**config.mk**
```make
export PLATFORM = sky130hd
export DESIGN_NAME = mips_ctrl_fsm
export DESIGN_NICKNAME = d
export VERILOG_FILES = /design/src/rtl/mips_pkg.sv /design/src/rtl/mips_ctrl_fsm.sv
export SDC_FILE = /design/constraint.sdc
export NUM_CORES = 1
export LEC_CHECK = 0
export ABC_AREA = 1
export BUFFER_PORTS_ARGS = -buffer_cell sky130_fd_sc_hd__clkbuf_2
export CAP_MARGIN = 0
export CELL_PAD_IN_SITES_DETAIL_PLACEMENT = 1
export CELL_PAD_IN_SITES_GLOBAL_PLACEMENT = 1
export CORE_MARGIN = 8
export CORE_UTILIZATION = 28
export DETAILED_ROUTE_END_ITERATION = 8
export GPL_ROUTABILITY_DRIVEN = 0
export PLACE_DENSITY_LB_ADDON = 0.2
export SYNTH_ARGS = -nofsm -noshare
export SYNTH_HDL_FRONTEND = slang
export SYNTH_SLANG_ARGS = --single-unit
```
**constraint.sdc**
```tcl
create_clock -name clk -period 2.7 [get_ports clk]
set_clock_uncertainty 0.1 [all_clocks]
set_input_delay 0.54 -clock clk [delete_from_list [all_inputs] [get_ports clk]]
set_output_delay 0.54 -clock clk [all_outputs]
set_load 0.02 [all_outputs]
```
**src/rtl/mips_pkg.sv**
```systemverilog
// Shared encodings for the MIPS subset core: opcodes, ALUOp, datapath selects and
// the main control FSM state numbering.
package mips_pkg;

    localparam int unsigned OP_W    = 6;
    localparam int unsigned ALUOP_W = 3;
    localparam int unsigned SEL_W   = 2;
    localparam int unsigned STATE_W = 4;

    localparam logic [OP_W-1:0] OP_RTYPE = 6'b000000;
    localparam logic [OP_W-1:0] OP_LW    = 6'b100011;
    localparam logic [OP_W-1:0] OP_SW    = 6'b101011;
    localparam logic [OP_W-1:0] OP_BEQ   = 6'b000100;
    localparam logic [OP_W-1:0] OP_J     = 6'b000010;
    localparam logic [OP_W-1:0] OP_ADDI  = 6'b001000;

    localparam logic [ALUOP_W-1:0] ALUOP_ADD   = 3'b000;
    localparam logic [ALUOP_W-1:0] ALUOP_SUB   = 3'b001;
    localparam logic [ALUOP_W-1:0] ALUOP_FUNCT = 3'b010;

    localparam logic [SEL_W-1:0] SRCB_RT      = 2'b00;
    localparam logic [SEL_W-1:0] SRCB_FOUR    = 2'b01;
    localparam logic [SEL_W-1:0] SRCB_IMM     = 2'b10;
    localparam logic [SEL_W-1:0] SRCB_IMM_SH2 = 2'b11;

    localparam logic [SEL_W-1:0] PCSRC_ALU    = 2'b00;
    localparam logic [SEL_W-1:0] PCSRC_ALUOUT = 2'b01;
    localparam logic [SEL_W-1:0] PCSRC_JUMP   = 2'b10;

    typedef enum logic [STATE_W-1:0] {
        S_FETCH     = 4'd0,
        S_DECODE    = 4'd1,
        S_MEM_ADDR  = 4'd2,
        S_MEM_RD    = 4'd3,
        S_MEM_WB    = 4'd4,
        S_MEM_WR    = 4'd5,
        S_R_EXEC    = 4'd6,
        S_R_WB      = 4'd7,
        S_BRANCH    = 4'd8,
        S_JUMP      = 4'd9,
        S_ADDI_EXEC = 4'd10,
        S_ADDI_WB   = 4'd11,
        S_TRAP      = 4'd12
    } state_t;

endpackage

```
**src/rtl/mips_ctrl_fsm.sv**
```systemverilog
// Multi-cycle main control FSM: sequences fetch/decode/execute/memory/write-back
// and drives every datapath select and enable as a decode of the current state.
module mips_ctrl_fsm
    import mips_pkg::*;
(
    input  logic               clk,
    input  logic               rst_n,
    input  logic [OP_W-1:0]    opcode,
    input  logic               mem_ready,
    input  logic               zero,
    output logic               PCWrite,
    output logic               PCWriteCond,
    output logic               IorD,
    output logic               MemRead,
    output logic               MemWrite,
    output logic               IRWrite,
    output logic               MemtoReg,
    output logic               RegDst,
    output logic               RegWrite,
    output logic               ALUSrcA,
    output logic [SEL_W-1:0]   ALUSrcB,
    output logic [ALUOP_W-1:0] ALUOp,
    output logic [SEL_W-1:0]   PCSource,
    output logic               instr_done,
    output logic               trap,
    output logic [STATE_W-1:0] state
);

    state_t state_q;
    state_t state_d;

    // zero only matters to the datapath, where PCWriteCond gates the PC load.
    logic unused_zero;
    assign unused_zero = zero;

    always_ff @(posedge clk or negedge rst_n) begin
        if (!rst_n) state_q <= S_FETCH;
        else        state_q <= state_d;
    end

    // Next-state: opcode is only looked at in DECODE and MEM_ADDR.
    always_comb begin
        state_d = state_q;
        case (state_q)
            S_FETCH:     if (mem_ready) state_d = S_DECODE;
            S_DECODE: begin
                case (opcode)
                    OP_LW, OP_SW: state_d = S_MEM_ADDR;
                    OP_RTYPE:     state_d = S_R_EXEC;
                    OP_BEQ:       state_d = S_BRANCH;
                    OP_J:         state_d = S_JUMP;
                    OP_ADDI:      state_d = S_ADDI_EXEC;
                    default:      state_d = S_TRAP;
                endcase
            end
            S_MEM_ADDR: begin
                if (opcode == OP_LW)      state_d = S_MEM_RD;
                else if (opcode == OP_SW) state_d = S_MEM_WR;
                else                      state_d = S_TRAP;
            end
            S_MEM_RD:    if (mem_ready) state_d = S_MEM_WB;
            S_MEM_WB:    state_d = S_FETCH;
            S_MEM_WR:    if (mem_ready) state_d = S_FETCH;
            S_R_EXEC:    state_d = S_R_WB;
            S_R_WB:      state_d = S_FETCH;
            S_BRANCH:    state_d = S_FETCH;
            S_JUMP:      state_d = S_FETCH;
            S_ADDI_EXEC: state_d = S_ADDI_WB;
            S_ADDI_WB:   state_d = S_FETCH;
            S_TRAP:      state_d = S_TRAP;
            default:     state_d = S_TRAP;
        endcase
    end

    // Output decode, forced to zero while reset is held so no enable survives rst_n falling.
    always_comb begin
        PCWrite     = 1'b0;
        PCWriteCond = 1'b0;
        IorD        = 1'b0;
        MemRead     = 1'b0;
        MemWrite    = 1'b0;
        IRWrite     = 1'b0;
        MemtoReg    = 1'b0;
        RegDst      = 1'b0;
        RegWrite    = 1'b0;
        ALUSrcA     = 1'b0;
        ALUSrcB     = SRCB_RT;
        ALUOp       = ALUOP_ADD;
        PCSource    = PCSRC_ALU;
        instr_done  = 1'b0;
        trap        = 1'b0;
        if (rst_n) begin
            case (state_q)
                S_FETCH: begin
                    MemRead = 1'b1;
                    ALUSrcB = SRCB_FOUR;
                    IRWrite = mem_ready;
                    PCWrite = mem_ready;
                end
                S_DECODE:   ALUSrcB = SRCB_IMM_SH2;
                S_MEM_ADDR: begin
                    ALUSrcA = 1'b1;
                    ALUSrcB = SRCB_IMM;
                end
                S_MEM_RD: begin
                    MemRead = 1'b1;
                    IorD    = 1'b1;
                end
                S_MEM_WB: begin
                    RegWrite   = 1'b1;
                    MemtoReg   = 1'b1;
                    instr_done = 1'b1;
                end
                S_MEM_WR: begin
                    MemWrite   = 1'b1;
                    IorD       = 1'b1;
                    instr_done = mem_ready;
                end
                S_R_EXEC: begin
                    ALUSrcA = 1'b1;
                    ALUOp   = ALUOP_FUNCT;
                end
                S_R_WB: begin
                    RegWrite   = 1'b1;
                    RegDst     = 1'b1;
                    instr_done = 1'b1;
                end
                S_BRANCH: begin
                    ALUSrcA     = 1'b1;
                    ALUOp       = ALUOP_SUB;
                    PCWriteCond = 1'b1;
                    PCSource    = PCSRC_ALUOUT;
                    instr_done  = 1'b1;
                end
                S_JUMP: begin
                    PCWrite    = 1'b1;
                    PCSource   = PCSRC_JUMP;
                    instr_done = 1'b1;
                end
                S_ADDI_EXEC: begin
                    ALUSrcA = 1'b1;
                    ALUSrcB = SRCB_IMM;
                end
                S_ADDI_WB: begin
                    RegWrite   = 1'b1;
                    instr_done = 1'b1;
                end
                S_TRAP:  trap = 1'b1;
                default: ;
            endcase
        end
    end

    assign state = state_q;

endmodule
```
==> results.md <==
- Status: complete, no violations
- Number of buffers created by CTS: 3
- WP data arrival: 1630 ps
- IO Port Bufs: 30
- Synth Flop Type: dfrtp_1
- Setup TNS Final: 0 ps
- Cell leakage power: 0.0004439 uW
- CTS root buf: clkbuf_4
- Final min period: 2270 ps
- Critical Path RT: 2060 ps
- GR Overflow Total: 0
- First drt pass iteration count: 4
- DR vias: 779
- Mapped Cells: 108
- Core Region: 1962 um^2
- Share of layout cells above drive strength 1: 32.85%
- # clock sinks: 4
- # DRC: 0
- Max reg flops: 4
- DIE WIDTH: 61.44 um
- WL/cell: 12.73 um
- # hold bufs at CTS: 0
- Hold WC Path Type: input pin to asynchronous set/reset pin
- Post-Place Cells: 161
- Row Count: 16
- I/O Pins: 33
- Fin nets: 149
- Number of vias per cell: 4.750
- Startpoint types: flip-flop
- Placement Setup Slack: 561.6 ps
- Sequential element share of the synthesized area: 17.32%
- Initial antenna violation count: 0
- Synth area leader: dfrtp_1
- Clock latency on the worst-skew pair: 230 ps
- Max rail drop VDD: 0.3377 mV
- Total track usage: 11.70%
- Vias in the first global route: 773
- Fmax: 440.5 MHz
- Max Slew Vio Count: 0
- CTS tree: done
- Top cells by area, synth: dfrtp_1 17%, nand2_1 16%, nor2_1 13%
- H-tree levels: 1
- Clk slew on worst S/H paths: 30 ps
- #FFs+latches synth: 4
- Syn_nets: 118
- PostCTS Resize Cnt: 0
- Postcts setup bufs: 0
- Area occupied by registers: 100.1 um^2
- Post-layout worst setup margin: 430.0 ps
- Reg2Reg Capture Point: state[2]
- Die H: 61.44 um
- Distinct cells, synth: 20
- Final Power: 645.6 uW
- Class of the most critical setup path: flip-flop to output port
- Synth Area per Inst: 5.352 um^2
- CTS Buffer Depth: 2
- Die area: 3774 um^2
- Initial Util: 29.46%
- Worst R2R Path Depth: 7
- Fin cells: 164
- Area of the multi-input gates: 391.6 um^2
- Final hold vios: 0
- RSZ-0062 raised after global routing: false
- Post-synth EDFFs: 0
- Max-Cap Viols: 0
- Internal reg-to-reg setup slack: 1140 ps
- Antenna-violating nets left: 0
- Syn-to-layout area delta: 31.17%
- Global-route wire length before repair: 3318 um
- Synth top cells by count: 25 x nand2_1, 20 x nor2_1, 12 x inv_1
- Cell area power density: 851.4 nW/um^2
- Layout filler cell count: 317
- Asr flop ratio synth: 100.0%
- Critical R2R Launch: state[0]
- Hpwl dp: 1830 um
- Count leader, synth: nand2_1
- Final setup vio count: 0
- Worst Path Max Fanout: 5
- Tcrit/Tclk final: 84.08%
- Mapped Area: 578.1 um^2
- Pin count of the biggest net entering global routing: 12
- Number of DRC markers in iteration 0: 9
- # diodes: 0
- Final WL: 2087 um
- Final Util: 38.65%
- Yosys top cell area share: 17.32%
- Crit end category: output port
- Yosys warnings: 0
placed cells by master, fill, tap and decap left out:
cell and count:
a21oi_1 6, o21ai_2 1, o21ai_1 2, nor4_1 1, clkbuf_4 3, clkbuf_2 30, nor2_1 20, dfrtp_1 4
conb_1 1, nor3_1 6, o21ai_0 3, inv_1 12, nor2_2 4, o2111ai_1 1, inv_2 4, nor2_4 2
nand2_1 25, nand2_2 1, a31oi_1 1, nand3_1 10
cell families (layout without fill, tap and decap cells):
logic type / count (synthesis) / after routing / synth area share (%)
AO/OA/AOI/OAI: 14 / 14 / 13.64
buffers and inverters: 20 / 49 / 14.93
flip-flops: 4 / 4 / 17.32
other: 1 / 1 / 0.6487
AND/OR/NAND/NOR: 69 / 69 / 53.46
per-layer routing:
| metal | track usage, % | vias to the layer above | share of wire [%] |
|---|---|---|---|
| met5 | 0 | - | 0 |
| met4 | 5.844 | 0 | 1.3 |
| met3 | 1.879 | 2 | 3.7 |
| met2 | 18.81 | 15 | 48 |
| met1 | 14.64 | 363 | 47 |
| li1 | - | 399 | - |
critical path, cell delays in order (launching register included):
cell      delay, ps
dfrtp_1         380
inv_1           170
nand2_2         140
o21ai_0         180
o21ai_0         110
nor2_1          140
a31oi_1          60
nand2_1          60
clkbuf_2        160
worst max-delay path by stage:
stage,start,endpoint,slack (ps),depth (start not counted)
finish,state[0],instr_done,430,8
global route,state[0],instr_done,240,8
CTS,state[1],instr_done,430,8
detailed placement,rst_n,ALUOp[0],560,4
global placement,rst_n,ALUOp[0],600,4
floorplan,rst_n,ALUOp[0],420,4
stage by stage:
step	hold slack (ps)	instance area, um^2
2_1_floorplan	144.4	578.1
3_3_place_gp	278.2	735.7
3_5_place_dp	278.3	735.7
4_1_cts	31.72	758.2
5_1_grt	28.08	758.2
6_report	38.67	758.2
where the power goes:
part	switching [uW]	internal, uW	total (uW)
Clock	21.2	49.5	70.7
Combinational	323	136	458
Sequential	34.7	81.8	117
Total	379	267	646
area by class of cell:
class	instances	area share, %
clock buffers	3	2.970
inverters	16	7.921
multi-input cells	84	51.65
flip-flops and latches	4	13.20
well taps	27	4.455
repair buffers	30	19.80
Power figures use the tool's default switching activity.
